==> src/rtl/grf_wb_arbiter.sv <==
// Write-back arbiter for the GRF single write port.
// Two producers (0: ALU/load, 1: mul/div) compete through valid/ready; the
// winner is registered into an output stage driving the register file's
// WE/A3/WD/PC inputs. Round-robin only advances on contested grants.

// Per-requester ready generation. A requester is ready when the block is out
// of reset, it is valid, and it either holds priority or has no competitor.
module grf_wb_req_port (
  input  logic en,
  input  logic valid,
  input  logic favoured,
  input  logic other_valid,
  output logic ready
);

  // Ready is purely combinational; the register file never backpressures.
  always_comb begin
    ready = en & valid & (favoured | ~other_valid);
  end

endmodule

module grf_wb_arbiter #(
  parameter int INIT_PRIO = 0
) (
  input  logic        clk,
  input  logic        reset,
  input  logic        r0_valid,
  input  logic [31:0] r0_pc,
  input  logic [4:0]  r0_a3,
  input  logic [31:0] r0_wd,
  output logic        r0_ready,
  input  logic        r1_valid,
  input  logic [31:0] r1_pc,
  input  logic [4:0]  r1_a3,
  input  logic [31:0] r1_wd,
  output logic        r1_ready,
  output logic        grf_we,
  output logic [4:0]  grf_a3,
  output logic [31:0] grf_wd,
  output logic [31:0] grf_pc,
  output logic [31:0] pend_mask,
  output logic [15:0] grant_cnt
);

  localparam int NUM_REQ = 2;

  typedef struct packed {
    logic [31:0] pc;
    logic [4:0]  a3;
    logic [31:0] wd;
  } wb_req_t;

  typedef enum logic {
    IDLE  = 1'b0,
    WRITE = 1'b1
  } state_t;

  wb_req_t              req [NUM_REQ];
  logic [NUM_REQ-1:0]   valid;
  logic [NUM_REQ-1:0]   ready;
  wb_req_t              win;
  logic                 xfer;
  logic                 contested;
  logic                 prio;
  state_t               state;

  assign req[0]   = {r0_pc, r0_a3, r0_wd};
  assign req[1]   = {r1_pc, r1_a3, r1_wd};
  assign valid    = {r1_valid, r0_valid};
  assign r0_ready = ready[0];
  assign r1_ready = ready[1];

  // Each port sees the other's valid; prio names which side wins a tie.
  for (genvar k = 0; k < NUM_REQ; k++) begin : g_port
    grf_wb_req_port u_port (
      .en          (reset),
      .valid       (valid[k]),
      .favoured    (prio == 1'(k)),
      .other_valid (valid[NUM_REQ-1-k]),
      .ready       (ready[k])
    );
  end

  // At most one ready is high, so ready[1] doubles as the winner index.
  always_comb begin
    xfer      = |ready;
    contested = &valid;
    win       = ready[1] ? req[1] : req[0];
  end

  // Output-stage FSM: WRITE while a nonzero-destination write is presented.
  // Payload fields hold when idle; a $0 transfer still loads them and counts.
  always_ff @(posedge clk) begin
    if (!reset) begin
      state     <= IDLE;
      grf_a3    <= '0;
      grf_wd    <= '0;
      grf_pc    <= '0;
      grant_cnt <= '0;
      prio      <= 1'(INIT_PRIO);
    end else if (xfer) begin
      state     <= (win.a3 != 5'd0) ? WRITE : IDLE;
      grf_a3    <= win.a3;
      grf_wd    <= win.wd;
      grf_pc    <= win.pc;
      grant_cnt <= grant_cnt + 16'd1;
      if (contested) prio <= ~prio;
    end else begin
      state <= IDLE;
    end
  end

  assign grf_we = (state == WRITE);

  // Hazard mask for decode; $0 never reaches WRITE so bit 0 stays clear.
  always_comb begin
    pend_mask = grf_we ? (32'd1 << grf_a3) : 32'd0;
  end

endmodule
==> config.mk <==
export PLATFORM = sky130hd
export DESIGN_NAME = grf_wb_arbiter
export DESIGN_NICKNAME = d
export VERILOG_FILES = /design/src/rtl/grf_wb_arbiter.sv
export SDC_FILE = /design/constraint.sdc
export NUM_CORES = 1
export LEC_CHECK = 0
export ABC_AREA = 1
export CAP_MARGIN = 15
export CORE_MARGIN = 10
export CORE_UTILIZATION = 40
export CTS_CLUSTER_DIAMETER = 50
export DETAILED_ROUTE_END_ITERATION = 8
export PLACE_DENSITY = 0.92
export SYNTH_ARGS = -nofsm -noshare
export SYNTH_HDL_FRONTEND = slang
export SYNTH_SLANG_ARGS = --single-unit
==> constraint.sdc <==
create_clock -name clk -period 2.75 [get_ports clk]
set_input_delay 0.4125 -clock clk [delete_from_list [all_inputs] [get_ports clk]]
set_output_delay 0.4125 -clock clk [all_outputs]
set_load 0.005 [all_outputs]
==> impl_metrics.csv <==
group,metric,value,unit
outcome,status,"completed",
logic_synthesis,synth-seq-cells,87,
worst_setup_path,cp.arrival,2000,ps
die,dieHeight,123,um
logic_synthesis,synth_cells,612,
sta,rsz0062_at_grt,"no",
logic_synthesis,yosys.area.top_type,"dfxtp_1",
sta,setup_viol,0,
place,place.gp.congestion,0.867,
global_route,grt_util_all_layers,0.207,
cts,cts_tree,"built",
cts,cts_sinks,87,
global_route,antenna_found_initial,0,
worst_setup_path,critPathRequiredTime,2340,ps
route,drt-total-wl,16.6,mm
die,coreArea,10300,um2
power,power_leakage,2.83,nW
logic_synthesis,syn_area_per_cell,6.87,um2
route,viasPerCell,5.16,
cts,cts_buffers,9,
die,die_w,123,um
global_route,grt_remaining_overflow,0,
power,p_per_area,465,nW/um2
final_layout,diodes,0,
worst_setup_path,critPathLaunchType,"flop",
die,dieArea,15000,um2
logic_synthesis,synth.top_cell.area_share,0.414,
sta,min_period_over_period,0.876,
cts,postCtsResizedCells,0,
power,peakVddDrop,0.000285,V
global_route,grt_max_degree,90,
logic_synthesis,yosysSeqAreaShare,0.414,
logic_synthesis,synth_nets,755,
worst_setup_path,cp_max_fo,10,
run,cap_violations,0,
die,ios,262,
cts,insertion_delay,360,ps
route,antenna_left,0,
global_route,grt_pass1_vias,4648,
route,firstDrtPassIters,5,
sta,period_needed,2410,ps
worst_setup_path,r2r_slack,1010,ps
route,drc,0,
worst_hold_path,hold_class,"primary input to flop",
die,start_util,0.409,
die,num_rows,37,
global_route,grt_pass1_wl,25.1,mm
final_layout,drive_gt1_frac,0.0330,
place,port_buffers,261,
cts,ctsHoldBuffers,0,
logic_synthesis,ys_types,29,
cts,clk_pin_slew,90,ps
final_layout,final_common_cell,"clkdlybuf4s50_1",
worst_setup_path,worstSetupEndpointType,"primary output",
sta,relSlewSlack,0.445,
final_layout,layout_common_cells,"clkdlybuf4s50_1, nand2_1, dfxtp_1",
sta,max_freq,0.415,GHz
cts,htree_levels,3,
sta,finClkSkew,13.8,ps
logic_synthesis,synth.area.top_cells,"dfxtp_1, nand2_1, a31oi_1",
sta,finalHoldViolCount,0,
worst_setup_path,crit_type,"flop to primary output",
cts,clock_path_buffers,2,
final_layout,area_growth,66.5,%
cts,cts_root_buf,"clkbuf_8",
final_layout,num-nets-final,987,
route,drt-initial-drc-count,533,
place,dpl.hpwl,12.7,mm
logic_synthesis,yosysWarningCount,0,
route,via_count,5079,
cts,postCtsSetupRepairBufs,0,
sta,tightest_slew,833,ps
final_layout,num-fill-cells,855,
sta,slew_viol_final,0,
sta,whs,378,ps
sta,setup_tns,0,ps
logic_synthesis,syn_area,4210,um2
route,wl_per_cell,16.9,um
## where the power goes
group / switching, mW / total (mW) / internal, mW
sequential: 0.0840 / 1.47 / 1.39
combinational: 0.340 / 0.851 / 0.511
clock: 0.504 / 0.936 / 0.432
total: 0.928 / 3.26 / 2.33
## cells by family (layout without fill, tap and decap cells)
logic type | count (synthesis) | after routing | synth area share
XOR/XNOR | 2 | 2 | 0.00416
adder cells (fa/ha/maj) | 1 | 1 | 0.00297
flip-flops | 87 | 87 | 0.414
buffers and inverters | 90 | 327 | 0.104
AO/OA/AOI/OAI | 140 | 140 | 0.191
AND/OR/NAND/NOR | 292 | 292 | 0.284
## state kept, by name (all words and copies together), names as in the netlist
name / cells
grant_cnt: 16
grf_a3: 5
grf_pc: 32
grf_wd: 32
grf_we: 1
prio: 1
## critical path, cell delays in order (launching register included)
cell             delay (ps)
dfxtp_1                 530
clkinv_1                320
nand4_1                 220
nor2_1                   80
clkdlybuf4s50_1         500
## synthesized netlist by cell type
master / n
nor3b_1: 1
nand3_1: 21
buf_4: 5
o211ai_1: 13
buf_1: 2
nand2_2: 1
nand4_1: 18
nor3_1: 4
a31oi_1: 54
buf_6: 7
xor2_1: 1
o21ai_0: 9
o21ai_1: 1
o21bai_1: 1
inv_1: 40
clkinv_1: 2
nand3b_1: 1
nor2_1: 61
clkbuf_1: 10
a21oi_1: 62
inv_2: 2
nand2_4: 1
and2_1: 1
dfxtp_1: 87
nand2_1: 182
buf_2: 22
nor4_1: 1
xnor2_1: 1
ha_1: 1
## final cells by class
cell class / count / area, um2 / share of cell area
clock buffer: 9 / 124 / 0.0177
clock inverter: 7 / 77.6 / 0.0111
inverter: 44 / 165 / 0.0236
multi-input combinational: 435 / 2040 / 0.291
sequential: 87 / 1740 / 0.249
tap: 136 / 170 / 0.0243
timing repair buffer: 267 / 2690 / 0.384
## routing by layer
metal	up-vias	part of all wire	GRT usage
met3	19	0.10	0.0611
met4	0	0.016	0.0486
li1	2502	-	-
met1	2320	0.39	0.247
met5	-	0	0
met2	238	0.49	0.358
## final timing paths
kind                              startpoint             to  cells past startpoint
worst max-delay path               grf_a3[3]  pend_mask[20]                      4
worst max register to register          prio     grf_wd[20]                      9
worst min-delay path                   reset           prio                      3
worst min register to register  grant_cnt[0]   grant_cnt[0]                      1
## per-stage QoR
stage               cell area, um2  total power, mW  utilization  std cells  worst slack [ps]
detailed placement            6800             2.36        0.662        969               435
global placement              6800             2.34        0.662        969               523
global route                  7000             3.43        0.682        985               219
CTS                           7000             3.29        0.682        985               352
floorplan                     4210             1.81            -        612              1280
finish                        7000             3.26        0.682        985               342
Power figures use the tool's default switching activity.
